### config.mk
export PLATFORM = sky130hd
export DESIGN_NAME = spram_arbiter
export DESIGN_NICKNAME = d
export VERILOG_FILES = /design/src/rtl/spram_arbiter.sv
export SDC_FILE = /design/constraint.sdc
export NUM_CORES = 1
export LEC_CHECK = 0
export CAP_MARGIN = 20
export CORE_MARGIN = 1.5
export CORE_UTILIZATION = 39
export DETAILED_ROUTE_END_ITERATION = 12
export PLACE_DENSITY = 0.8
export SYNTH_ARGS = -nofsm -noshare
export SYNTH_HDL_FRONTEND = slang
export SYNTH_SLANG_ARGS = --single-unit
export TNS_END_PERCENT = 30
### constraint.sdc
create_clock -name clk -period 5.4 [get_ports clk]
set_input_delay 1.62 -clock clk [delete_from_list [all_inputs] [get_ports clk]]
set_output_delay 1.62 -clock clk [all_outputs]
set_load 0.01 [all_outputs]
### src/rtl/spram_arbiter.sv
// rtl/spram_arbiter.sv - two-requester arbiter sharing one 32-bit single-port data SPRAM
// Requests are captured one at a time, then ISSUE (gnt + SPRAM cycle) and, for reads, RDATA.
module spram_arbiter #(
  parameter int AW    = 14,
  parameter bit RR_EN = 1'b1
) (
  input  logic          clk,
  input  logic          rst_n,
  input  logic          m0_req,
  input  logic          m0_we,
  input  logic [AW-1:0] m0_addr,
  input  logic [31:0]   m0_wdata,
  input  logic [3:0]    m0_be,
  output logic          m0_gnt,
  output logic          m0_rvalid,
  output logic [31:0]   m0_rdata,
  input  logic          m1_req,
  input  logic          m1_we,
  input  logic [AW-1:0] m1_addr,
  input  logic [31:0]   m1_wdata,
  input  logic [3:0]    m1_be,
  output logic          m1_gnt,
  output logic          m1_rvalid,
  output logic [31:0]   m1_rdata,
  output logic          mem_cs,
  output logic          mem_we,
  output logic [AW-1:0] mem_addr,
  output logic [31:0]   mem_wdata,
  output logic [3:0]    mem_be,
  input  logic [31:0]   mem_rdata
);

  typedef enum logic [1:0] {IDLE, ISSUE, RDATA} state_t;

  state_t     state;
  logic [1:0] rst_sync;
  logic       rst_int_n;
  logic       owner;
  logic       prefer_m1;
  logic       pick_m1;

  // Assertion is immediate, release is delayed by two clocks to avoid metastable recovery.
  always_ff @(posedge clk or negedge rst_n) begin
    if (!rst_n) rst_sync <= 2'b00;
    else        rst_sync <= {rst_sync[0], 1'b1};
  end
  assign rst_int_n = rst_sync[1];

  always_comb begin
    pick_m1 = 1'b0;
    if (m1_req && !m0_req)                pick_m1 = 1'b1;
    else if (m0_req && m1_req && RR_EN)   pick_m1 = prefer_m1;
  end

  always_ff @(posedge clk or negedge rst_int_n) begin
    if (!rst_int_n) begin
      state     <= IDLE;
      owner     <= 1'b0;
      prefer_m1 <= 1'b0;
      m0_gnt    <= 1'b0;
      m1_gnt    <= 1'b0;
      m0_rvalid <= 1'b0;
      m1_rvalid <= 1'b0;
      m0_rdata  <= '0;
      m1_rdata  <= '0;
      mem_cs    <= 1'b0;
      mem_we    <= 1'b0;
      mem_addr  <= '0;
      mem_wdata <= '0;
      mem_be    <= '0;
    end else begin
      m0_gnt    <= 1'b0;
      m1_gnt    <= 1'b0;
      m0_rvalid <= 1'b0;
      m1_rvalid <= 1'b0;
      case (state)
        IDLE: begin
          mem_cs <= 1'b0;
          mem_we <= 1'b0;
          if (m0_req || m1_req) begin
            // The ISSUE-cycle outputs are loaded here so they are register-driven.
            state     <= ISSUE;
            owner     <= pick_m1;
            prefer_m1 <= !pick_m1;
            mem_cs    <= 1'b1;
            if (pick_m1) begin
              m1_gnt    <= 1'b1;
              mem_we    <= m1_we;
              mem_addr  <= m1_addr;
              mem_wdata <= m1_wdata;
              mem_be    <= m1_we ? m1_be : 4'b0000;
            end else begin
              m0_gnt    <= 1'b1;
              mem_we    <= m0_we;
              mem_addr  <= m0_addr;
              mem_wdata <= m0_wdata;
              mem_be    <= m0_we ? m0_be : 4'b0000;
            end
          end
        end
        ISSUE: begin
          mem_cs <= 1'b0;
          mem_we <= 1'b0;
          state  <= mem_we ? IDLE : RDATA;
        end
        RDATA: begin
          state <= IDLE;
          if (owner) begin
            m1_rdata  <= mem_rdata;
            m1_rvalid <= 1'b1;
          end else begin
            m0_rdata  <= mem_rdata;
            m0_rvalid <= 1'b1;
          end
        end
        default: state <= IDLE;
      endcase
    end
  end

endmodule
[Yosys cells after proc, flatten, opt, wreduce, memory -nomap -nowiden]
Cells that the tools add are included.
Word-level totals
  register bits: 126
  output and inout bits: 120
Operators by class
  reductions and logical operators: 10
  bitwise logic cells: 1
  eq/ne operators: 3
  mux-type cells: 25
Operators by type and width (count)
  32-bit 2-to-1 mux: 1
  1-bit 2-to-1 mux: 15
  14-bit 2-to-1 mux: 1
  4-bit 2-to-1 mux: 3
  2-bit AND reduction: 3
  2-bit 2-to-1 mux: 2
  1-bit case mux with 2 select lines: 2
  2-bit case mux with 2 select lines: 1
  2-bit by 1-bit == test with 1-bit output (second input constant): 1
  2-bit == test (second input constant): 1
  1-bit logical AND: 2
  1-bit zero test: 2
  2-bit zero test: 1
  2-bit != test (second input constant): 1
  2-bit nonzero test: 1
  1-bit logical OR: 1
  1-bit NOT: 1

[Logic depth before layout (Yosys ltp)]
  depth after elaboration: 6
  mapped depth: 6

[Worst setup path before layout]
No wires, ideal clock.
  kind: in2reg
  start: input port m0_req
  end: register mem_addr[0]
  path buffers: 2
  arrival: 2.497 ns
  cell stages on the path: 6
  library setup time: 0.127 ns
  setup slack: 2.776 ns
  required time: 5.273 ns
  cells stage by stage: nand2b_1 and3_1 buf_6 buf_6 a222oi_1 inv_1
On the way
  cells in the longest elaborated chain, start to end: 4
  elaborated cells on any way between the ends: 8
  classes of those cells: 3 x mux; 5 x reduce/logical
RTL lines
  from (decl): line 9  | input logic m0_req,
  1-bit logical AND or 1-bit zero test (tied branches): line 52, 51
  1-bit 2-to-1 mux or 1-bit logical AND (tied branches): line 52, 51
  1-bit 2-to-1 mux: line 51  | if (m1_req && !m0_req) pick_m1 = 1'b1;
  14-bit 2-to-1 mux: line 86  | if (pick_m1) begin
  to (signal assigned): line 89  | mem_addr <= m1_addr;
  to (signal assigned): line 95  | mem_addr <= m0_addr;
  to (decl): line 27  | output logic [AW-1:0] mem_addr,
Several ways; a longest one is shown, not always the timed one.
A chain may end at the register's enable or synchronous reset.

[Final worst setup path]
  start: input port m1_req
  end: register mem_wdata[28]
On the way
  cells in the longest elaborated chain, start to end: 4
  elaborated cells on any way between the ends: 7
  classes of those cells: 3 x mux; 4 x reduce/logical
RTL lines
  from (decl): line 17  | input logic m1_req,
  1-bit logical AND: line 52  | else if (m0_req && m1_req && RR_EN) pick_m1 = prefer_m1;
  1-bit 2-to-1 mux: line 52
  1-bit 2-to-1 mux: line 51
  32-bit 2-to-1 mux: line 86
  to (signal assigned): line 90  | mem_wdata <= m1_wdata;
  to (signal assigned): line 96  | mem_wdata <= m0_wdata;
  to (decl): line 28  | output logic [31:0] mem_wdata,
Several ways; a longest one is shown, not always the timed one.

==> impl_metrics.csv <==
group,metric,value,unit
critical_path,crit_family,"simple AND/OR/NAND/NOR gates",
final_layout,synthToLayoutAreaGrowth,67.5,%
clock_tree,numCtsBuffers,17,
flow_run,cap_violations,0,
yosys,syn_area,4820,µm²
pwr,p_per_area,595,nW/µm²
yosys,synth.avg_cell_area,12.0,µm²
sta,timing.hold.ws,0.347,ns
grt,grt_overflow,0,
yosys,synthArstFlopShare,100,%
routing,num_vias,4249,
clock_tree,cts.reportedPaths.clkPinSlew,0.05,ns
sta,worst_slew_pin_slew,0.916,ns
routing,dr.pass1.iters,6,
final_layout,fin_cells,820,
grt,grt_start_max_net_pins,67,
grt,grt_pass1_wl,22100,µm
sta,fin_crit_sh,57.6,%
clock_tree,clock_sinks,126,
floorplanning,core_area,12000,µm²
critical_path,startpoint_type,"input pin",
floorplanning,initial_core_util,40.1,%
routing,viasPerCell,5.18,
floorplanning,dieWidth,114,µm
clock_tree,post-cts-setup-buffers,0,
grt,gr-usage-met2,38.6,%
floorplanning,design.die.area,13000,µm²
sta,fmax,321,MHz
grt,antenna_found_initial,0,
yosys,yosysSeqAreaShare,65.4,%
grt,grtUsageMet3,6.88,%
critical_path,worstReg2RegEnd,"mem_wdata[28]$_DFFE_PN0P_",
yosys,ys_types,22,
min_path,hold_path_depth,0,
routing,dr.first_iter.drc_count,467,
routing,route.detailed.drc,0,
min_path,hold_path_end,"rst_sync[1]$_DFF_PN0_",
clock_tree,insertion_delay,0.40,ns
sta,slew_viol_final,0,
critical_path,reg2reg_slack,3.32,ns
grt,top_usage_layer,"met2",
pwr,ir_drop,297,µV
yosys,synthTopCellsByArea,"dfrtp_1, a222oi_1, nand2_1",
clock_tree,hold_buffers,0,
final_layout,final_net_count,799,
clock_tree,cts_root_buffer,"clkbuf_16",
clock_tree,htree_levels,4,
grt,grt_use_total,22.2,%
critical_path,path_cells,"clkdlybuf4s50_1 -> and3_2 -> a222oi_1 -> inv_1",
min_path,worstHoldStart,"rst_sync[0]$_DFF_PN0_",
final_layout,drive_gt1_share,10.8,%
critical_path,rr_worst_depth,4,
critical_path,path_max_fanout,48,
clock_tree,cts_resized,0,
placed_design,placedCellCount,788,
critical_path,arrival,3.44,ns
yosys,synthesis.instances,403,
critical_path,path_buf_inv,2,
final_layout,fin_util,67.2,%
clock_tree,clock_path_buffers,2,
grt,grt_pass1_vias,4398,
sta,period_needed,3.11,ns
pwr,leakage,0.00374,µW
critical_path,cpPeakStageDelay,0.84,ns
routing,wirelength,14300,µm
placed_design,gp_routability_congestion,0.764,
yosys,synth_top_area_share,65.4,%
floorplanning,die_h,114,µm
placed_design,port_buffers,257,
placed_design,dp_hpwl,10200,µm
routing,ant_nets,0,
grt,use_met1,26.0,%
floorplanning,ios,258,
critical_path,slowest_stage,"and3_2",
sta,rsz0062_at_grt,"false",
sta,fin_skew,0.00789,ns
floorplanning,rows,40,
sta,setup_viol,0,
sta,hold_viol,0,
routing,post_drt_wl_per_cell,17.4,µm
yosys,synth_edf_count,0,
sta,timing.setup.tns,0,ns
critical_path,crit_required,5.73,ns
yosys,synth_area_leader_cell,"dfrtp_1",
critical_path,rr_startpoint,"state[1]$_DFFE_PN0P_",
min_path,hold_class,"flop to flop",
outcome,status,"finished, final reports clean",
yosys,yosysWarningCount,0,
yosys,synth-seq-cells,126,
yosys,yosys.cell_count.top_type,"dfrtp_1",
final_layout,antenna_cells,0,
sta,relSlewSlack,38.9,%
clock_tree,cts_tree,"done",
yosys,synthTopCellsByCount,"dfrtp_1, nand2_1, inv_1",
yosys,synth_top_flop_cell,"dfrtp_1",
yosys,synthesis.nets,541,
critical_path,critPathKind,"input pin to flop",
critical_path,critPathCaptureType,"flop",
-- report_power, final --
part | total (µW) | leakage, µW | internal [µW] | switching (µW)
Clock | 1030 | 0.000261 | 624 | 407
Sequential | 1680 | 0.00153 | 1410 | 269
Combinational | 2090 | 0.00195 | 1180 | 915
Total | 4800 | 0.00374 | 3210 | 1590
-- state kept, by name, summed over array words and instances, names as in the netlist, 2 cells and up --
| name | count |
|---|---|
| m0_rdata | 32 |
| m1_rdata | 32 |
| mem_wdata | 32 |
| mem_addr | 14 |
| mem_be | 4 |
| rst_sync | 2 |
| state | 2 |
-- metal layers --
metal / wire length [µm] / vias to the layer above
li1: - / 1919
met5: 0 / -
met4: 198 / 0
met3: 1200 / 17
met1: 5640 / 2085
met2: 7270 / 228
-- worst max path at each step --
stage / depth (start not counted) / from / endpoint / slack, ns
after global placement: 5 / m0_req / mem_addr[10]$_DFFE_PN0P_ / 1.99
final: 4 / m1_req / mem_wdata[28]$_DFFE_PN0P_ / 2.29
after global routing: 5 / m0_req / mem_addr[6]$_DFFE_PN0P_ / 2.17
after detailed placement: 5 / m0_req / mem_addr[6]$_DFFE_PN0P_ / 1.89
after CTS: 5 / m0_req / mem_addr[6]$_DFFE_PN0P_ / 2.32
after floorplan: 0 / rst_sync[1]$_DFF_PN0_ / m0_gnt$_DFF_PN0_ / 1.63
-- area by class of cell --
type | instances | area (µm²)
well taps | 147 | 184
multi-input cells | 205 | 1380
flip-flops and latches | 126 | 3160
fillers | 880 | 3940
inverters | 48 | 180
clock inverters | 11 | 83.8
clock buffers | 20 | 467
repair buffers | 263 | 2630
-- cells by family (layout without fill, tap and decap cells) --
family                 Yosys count  after routing  share of synthesized area, %
AO/OA/AOI/OAI                   55             55                          11.0
multiplexers                    32             32                          7.48
AND/OR/NAND/NOR                117            117                          9.66
other                            1              1                        0.0778
flip-flops                     126            126                          65.4
buffers and inverters           72            342                          6.41
-- metrics by stage --
| stage | total power [µW] | setup slack, ns | area (µm²) |
|---|---|---|---|
| floorplan | 2550 | 1.63 | 4820 |
| global placement | 3690 | 1.99 | 7510 |
| detailed placement | 3780 | 1.89 | 7510 |
| CTS | 4840 | 2.32 | 8060 |
| global route | 5080 | 2.17 | 8070 |
| finish | 4800 | 2.29 | 8070 |
-- worst register-to-register path: stages, from the launching register on --
cell	delay, ns
dfrtp_1	0.43
nor2_1	0.31
and3_2	0.87
a222oi_1	0.28
inv_1	0.11
-- layout by cell type, fill, tap and decap left out, types with 4 or more instances in the layout --
cell type,instances
a221oi_1,4
a222oi_1,46
buf_4,5
clkbuf_16,17
clkdlybuf4s50_1,257
clkinvlp_4,4
dfrtp_1,125
inv_1,48
mux2_2,32
nand2_1,101
nor2_1,9
Power figures use the tool's default switching activity.
